==> config.mk <==
export PLATFORM = sky130hd
export DESIGN_NAME = mem_port_arbiter
export DESIGN_NICKNAME = d
export VERILOG_FILES = /design/src/rtl/mem_arb_pkg.sv /design/src/rtl/arb_starve_cnt.sv /design/src/rtl/mem_port_arbiter.sv
export SDC_FILE = /design/constraint.sdc
export NUM_CORES = 1
export LEC_CHECK = 0
export CORE_MARGIN = 3
export CORE_UTILIZATION = 40
export DETAILED_ROUTE_END_ITERATION = 16
export PLACE_DENSITY = 0.79
export SLEW_MARGIN = 30
export SYNTH_ARGS = -nofsm -noshare
export SYNTH_HDL_FRONTEND = slang
export SYNTH_SLANG_ARGS = --single-unit
export TNS_END_PERCENT = 1
==> constraint.sdc <==
create_clock -name clk -period 2.05 [get_ports clk]
set_clock_uncertainty 0.2 [all_clocks]
set_input_delay 0.205 -clock clk [delete_from_list [all_inputs] [get_ports clk]]
set_output_delay 0.205 -clock clk [all_outputs]
set_load 0.01 [all_outputs]
==> src/rtl/mem_arb_pkg.sv <==
// ----------------------------------------------------------------------------
// mem_arb_pkg
// Shared types and constants for the IF/MEM memory port arbiter.
//   arb_state_t    : arbiter FSM state encoding
//   GNT_IF/GNT_MEM : encoding of which CPU port owns the access in flight
//   STARVE_MAX_DEF : default number of back-to-back MEM grants that may pass
//                    a waiting fetch before the fetch is forced through
//   is_busy()      : true while an access is outstanding on the memory side
// ----------------------------------------------------------------------------
package mem_arb_pkg;

    typedef enum logic [1:0] {
        IDLE     = 2'd0,
        BUSY_IF  = 2'd1,
        BUSY_MEM = 2'd2,
        DONE     = 2'd3
    } arb_state_t;

    localparam logic GNT_IF  = 1'b0;
    localparam logic GNT_MEM = 1'b1;

    localparam int STARVE_MAX_DEF = 4;

    function automatic logic is_busy(input arb_state_t s);
        return (s == BUSY_IF) || (s == BUSY_MEM);
    endfunction

endpackage

==> src/rtl/arb_starve_cnt.sv <==
// ----------------------------------------------------------------------------
// arb_starve_cnt
// Saturating count of consecutive MEM grants taken while a fetch was waiting.
// When the count reaches STARVE_MAX the next arbitration must go to IF.
//   clk, rst_n : clock, synchronous active-low reset
//   arb_en     : an arbitration (grant) happens this cycle
//   gnt_mem    : the grant in this cycle goes to MEM
//   if_pending : a fetch is waiting in this cycle
//   force_if   : count has reached STARVE_MAX, IF must win next time
// ----------------------------------------------------------------------------
module arb_starve_cnt
    import mem_arb_pkg::*;
#(
    parameter int STARVE_MAX = STARVE_MAX_DEF
) (
    input  logic clk,
    input  logic rst_n,
    input  logic arb_en,
    input  logic gnt_mem,
    input  logic if_pending,
    output logic force_if
);

    localparam logic [3:0] CNT_MAX = 4'(STARVE_MAX);

    logic [3:0] cnt;

    always_ff @(posedge clk) begin
        if (!rst_n) begin
            cnt <= '0;
        end else if (arb_en) begin
            if (gnt_mem && if_pending) begin
                if (cnt < CNT_MAX) begin
                    cnt <= cnt + 4'd1;
                end
            end else begin
                // IF grant, or a MEM grant with nobody waiting: streak is over
                cnt <= '0;
            end
        end
    end

    assign force_if = (cnt >= CNT_MAX);

endmodule

==> src/rtl/mem_port_arbiter.sv <==
// ----------------------------------------------------------------------------
// mem_port_arbiter
// Shares one single-ported memory between the CPU fetch port (IF) and the
// load/store port (MEM). One access at a time; MEM normally wins, but a
// starvation counter forces IF through after STARVE_MAX MEM wins in a row.
//
//   state    | meaning
//   ---------+---------------------------------------------------------
//   IDLE     | no access in flight; arbitrate and latch the m_* bus
//   BUSY_IF  | fetch access outstanding, m_req high until m_ack
//   BUSY_MEM | load/store access outstanding, m_req high until m_ack
//   DONE     | ready pulse to the granted port, back to IDLE next
//
// Ports
//   clk, rst_n              : clock, synchronous active-low reset
//   if_req/if_addr          : fetch request, held until if_ready
//   if_ready/if_rdata       : fetch completion pulse and held fetch data
//   mem_rd/mem_wr/mem_addr/
//   mem_wdata               : load/store request, held until mem_ready
//   mem_ready/mem_rdata     : load/store completion pulse and held load data
//   stall_if/stall_mem      : port is requesting and not completing this cycle
//   m_req/m_we/m_addr/
//   m_wdata                 : registered memory request bus
//   m_ack/m_rdata           : memory completion and read data
//   proto_err               : sticky error (rd+wr together, or stray m_ack)
// ----------------------------------------------------------------------------
module mem_port_arbiter
    import mem_arb_pkg::*;
#(
    parameter int AW         = 32,
    parameter int DW         = 32,
    parameter int STARVE_MAX = STARVE_MAX_DEF
) (
    input  logic          clk,
    input  logic          rst_n,

    input  logic          if_req,
    input  logic [AW-1:0] if_addr,
    output logic          if_ready,
    output logic [DW-1:0] if_rdata,

    input  logic          mem_rd,
    input  logic          mem_wr,
    input  logic [AW-1:0] mem_addr,
    input  logic [DW-1:0] mem_wdata,
    output logic          mem_ready,
    output logic [DW-1:0] mem_rdata,

    output logic          stall_if,
    output logic          stall_mem,

    output logic          m_req,
    output logic          m_we,
    output logic [AW-1:0] m_addr,
    output logic [DW-1:0] m_wdata,
    input  logic          m_ack,
    input  logic [DW-1:0] m_rdata,

    output logic          proto_err
);

    arb_state_t state;
    logic       gnt;

    logic mem_any;
    logic if_elig;
    logic mem_elig;
    logic arb_en;
    logic pick_mem;
    logic force_if;

    assign mem_any  = mem_rd | mem_wr;

    // A port whose ready is high this cycle has just been served and must
    // not be granted again on the same (still held) request.
    assign if_elig  = if_req  & ~if_ready;
    assign mem_elig = mem_any & ~mem_ready;

    assign arb_en   = (state == IDLE) && (if_elig || mem_elig);
    assign pick_mem = mem_elig && (!if_elig || !force_if);

    assign stall_if  = if_req  & ~if_ready;
    assign stall_mem = mem_any & ~mem_ready;

    arb_starve_cnt #(
        .STARVE_MAX (STARVE_MAX)
    ) u_starve (
        .clk        (clk),
        .rst_n      (rst_n),
        .arb_en     (arb_en),
        .gnt_mem    (pick_mem),
        .if_pending (if_elig),
        .force_if   (force_if)
    );

    always_ff @(posedge clk) begin
        if (!rst_n) begin
            state     <= IDLE;
            gnt       <= GNT_IF;
            m_req     <= 1'b0;
            m_we      <= 1'b0;
            m_addr    <= '0;
            m_wdata   <= '0;
            if_rdata  <= '0;
            mem_rdata <= '0;
            if_ready  <= 1'b0;
            mem_ready <= 1'b0;
            proto_err <= 1'b0;
        end else begin
            if_ready  <= 1'b0;
            mem_ready <= 1'b0;

            if (m_ack && !is_busy(state)) begin
                proto_err <= 1'b1;
            end

            case (state)
                IDLE: begin
                    if (arb_en) begin
                        m_req <= 1'b1;
                        if (pick_mem) begin
                            state   <= BUSY_MEM;
                            gnt     <= GNT_MEM;
                            // rd and wr together resolve to a write
                            m_we    <= mem_wr;
                            m_addr  <= mem_addr;
                            m_wdata <= mem_wdata;
                            if (mem_rd && mem_wr) begin
                                proto_err <= 1'b1;
                            end
                        end else begin
                            state  <= BUSY_IF;
                            gnt    <= GNT_IF;
                            m_we   <= 1'b0;
                            m_addr <= if_addr;
                        end
                    end
                end

                BUSY_IF, BUSY_MEM: begin
                    if (m_ack) begin
                        m_req <= 1'b0;
                        state <= DONE;
                        if (gnt == GNT_IF) begin
                            if_rdata <= m_rdata;
                            if_ready <= 1'b1;
                        end else begin
                            if (!m_we) begin
                                mem_rdata <= m_rdata;
                            end
                            mem_ready <= 1'b1;
                        end
                    end
                end

                DONE: begin
                    state <= IDLE;
                end

                default: begin
                    state <= IDLE;
                end
            endcase
        end
    end

endmodule

==> impl_summary.txt <==
----------------------------------------------------
[Synth]
  Syn Area/Cell ... 7.929 sq um
  Total nets after synthesis ... 793
  Number of enable flip-flop cells after synthesis ... 0
  Post-synthesis instance total ... 656
  Combined area of all synthesized cells ... 5201 sq um
  Dominant cell by count in the synthesized netlist ... sky130_fd_sc_hd__nand2_1
  Most area-consuming cells after synthesis ... sky130_fd_sc_hd__dfxtp_1, sky130_fd_sc_hd__nand2_1, sky130_fd_sc_hd__a21oi_1
  Number of flip-flops and latches in the synthesized netlist ... 140
  Synth warn ... 0
  Async S/R FF share, synth ... 0%
  Post-synth top cells ... sky130_fd_sc_hd__nand2_1, sky130_fd_sc_hd__a21oi_1, sky130_fd_sc_hd__dfxtp_1, sky130_fd_sc_hd__o21ai_0, sky130_fd_sc_hd__buf_2
  Area fraction of the dominant cell type after synthesis ... 53.89%
  Most frequently used flop master after synthesis ... sky130_fd_sc_hd__dfxtp_1
  Sequential-to-total area share from yosys stat ... 53.89%
  Yosys cell types ... 36
  Largest area contributor in the netlist ... sky130_fd_sc_hd__dfxtp_1

[Detailed routing]
  Average wire length per cell after detail routing ... 15.37 microns
  Vias post-DR ... 5467
  Pre-antenna DRT Iters ... 4
  Via/cell ratio ... 4.979
  Remaining antenna violation count ... 0
  Drt first-iter violations ... 304
  Remaining design rule violation count ... 0
  Routed wire length ... 16880 microns

[Run]
  Number of max-cap violations ... 0

[STA]
  Number of failing hold endpoints at the final stage ... 0
  Post-Route Hold Slack ... 136.8 ps
  Highest clock frequency the design can meet ... 522.5 MHz
  Setup TNS ... 0 ps
  Setup violation total in the final timing report ... 0
  Measured slew at the worst slew-check pin ... 336.6 ps
  Unrepaired setup endpoints after global routing ... no
  Final setup margin ... 136.2 ps
  Max-slew violation count ... 0
  Worst-case headroom to the max-slew limit ... 77.45%
  Share of the clock period used by the worst path after layout ... 93.36%
  Minimum clock period ... 1914 ps

[Place]
  Buffers on Ports ... 268
  Pre-CTS setup slack ... 67.45 ps
  Half-perimeter wire length after placement ... 11770 microns
  Number of placed instances, taps included ... 1066
  RePlAce Congestion ... 0.7890

[Final layout]
  Diode insertion count for antenna repair ... 0
  Final cell count without fillers ... 1098
  Layout-stage area growth over the synthesis result ... 68.94%
  Ratio of cells with drive above 1 in the final layout ... 6.911%
  Filler Cells Inserted ... 1041
  Number of nets in the layout ... 1050

[Die]
  Row Count ... 41
  Core box area ... 12670 sq um
  Total Die Area ... 14410 sq um
  Horizontal extent of the die ... 120.0 microns
  Die outline height ... 120.0 microns
  Boundary pin count ... 269
  Initial Util ... 41.05%

[Power]
  Sequential cell fraction of total power ... 32.8%
  Sw Ratio ... 31.78%
  Fraction of power consumed by combinational cells ... 37.0%
  Clock power share ... 30.2%
  Standby leakage power ... 3.220 nW
  Peak supply drop ... 568.7 uV
  Int Pwr ... 7.550 mW
  Net switching power ... 3.517 mW
  Power density over the cells ... 1260 nW/um^2

[Clocking]
  # Post-CTS Setup Buffers ... 0
  Clock tree sinks ... 140
  Source-to-sink clock delay at the later pin of the worst-skew pair ... 410 ps
  Maximum clock path buffer count ... 2
  Number of CTS-inserted buffers ... 17
  CTS Root Cell ... sky130_fd_sc_hd__clkbuf_16
  Clock-pin slew reported for the worst setup and hold paths after clock tree synthesis ... 60 ps
  CTS tree ... built
  Number of levels the H-tree was split into ... 4
  Hold_buf cts ... 0

[Min path]
  Class of the most critical hold timing path ... input pin to register

[Worst setup path]
  Longest individual stage delay on the worst path ... 360 ps
  Arrival time of the worst setup path ... 2010 ps
  Crit path launch type ... register
  Slowest cell on the critical path ... sky130_fd_sc_hd__ha_1
  Ordered list of cells on the worst path ... inv_1 -> ha_1 -> nand2_1 -> or2_2 -> buf_4 -> nand2_1 -> a21oi_1
  Most repeated library cell on the critical path ... sky130_fd_sc_hd__nand2_1
  Number of buffer and inverter instances along the worst setup path ... 2
  Worst path required time ... 2140 ps
  Category of the worst setup path capture point ... register
  Cell type group with the largest total delay on the critical path ... simple AND/OR/NAND/NOR gates
  Largest driver fanout on the critical path ... 23
  Startpoint-to-endpoint class of the critical path ... register to register

[GRT]
  Total grt overflow ... 0
  Largest net degree at the start of global routing ... 42
  Vias in the first global route ... 5218
  Total routing resource utilization after global routing ... 22.58%
  First-pass GRT wire length ... 26080 microns
  Antenna violations before repair ... 0

[Status]
  Outcome ... completed

----------------------------------------------------
flip-flops by register name, indices dropped and copies added (netlist names), 2 cells and up:
signal,flops
mem_rdata,32
m_addr,32
m_wdata,32
state,2
u_starve.cnt,4
if_rdata,32
cell families after synthesis:
logic type / after synthesis / share of synthesized area [%]
simple gates: 246 / 18.16
compound gates: 212 / 21.94
flops: 140 / 53.89
buf+inv: 55 / 5.292
fa+ha+maj: 3 / 0.7218
cells in the final DEF (no fill, tap or decap), drive strengths merged, types with 3 or more instances in the layout:
cell type and n:
a21oi 161, buf 20, bufinv 5, clkbuf 20
clkdlybuf4s50 266, clkinv 6, dfxtp 140, ha 3
inv 5, nand2 225, nor2 11, o21ai 34
layout make-up:
class / count / area, sq um / area share [%]
inverter: 5 / 22.52 / 0.2563
clock buffer: 20 / 456.7 / 5.197
sequential: 140 / 2803 / 31.90
multi-input combinational: 461 / 2131 / 24.25
timing repair buffer: 288 / 2968 / 33.77
clock inverter: 12 / 191.4 / 2.179
tap: 172 / 215.2 / 2.449
worst min-delay path, delay by kind of cell:
family / cells / cell delay, ps
buffers and inverters: 1 / 390
AO/OA/AOI/OAI: 1 / 50
AND/OR/NAND/NOR: 1 / 50
stage by stage:
stage	utilization (%)	area [sq um]	total power, mW
2_1_floorplan	-	5201	5.699
3_3_place_gp	64.23	8139	7.702
3_5_place_dp	64.23	8139	7.782
4_1_cts	69.35	8787	11.17
5_1_grt	69.35	8787	11.66
6_report	69.35	8787	11.07
power groups by stage:
stage | Sequential [mW] | Combinational, mW | Clock [mW]
3_3_place_gp | 3.65 | 4.05 | 0
3_5_place_dp | 3.68 | 4.11 | 0
4_1_cts | 3.63 | 4.13 | 3.40
2_1_floorplan | 3.91 | 1.79 | 0
5_1_grt | 3.70 | 4.44 | 3.52
6_report | 3.63 | 4.09 | 3.34
worst paths after layout:
check               start      endpoint  slack [ps]  depth (start not counted)
max              state[1]   if_rdata[9]         140                          7
min reg2reg  if_rdata[22]  if_rdata[22]         250                          2
min           if_addr[25]    m_addr[25]         140                          3
max reg2reg      state[1]   if_rdata[9]         140                          7
what timing repair did:
action,CTS,global route
setup endpoints to repair,2,0
gates resized for setup,3,0
endpoints found under the hold margin,0,0
layer usage:
layer  vias to the layer above  GRT usage [%]  routed length (microns)
met4                         0          8.733                      393
met2                       195          39.34                     8452
li1                       2696              -                        -
met1                      2545          25.48                     6741
met5                         -              0                        0
met3                        31          7.493                     1291
Note: power is estimated with default switching activity, not from simulation.
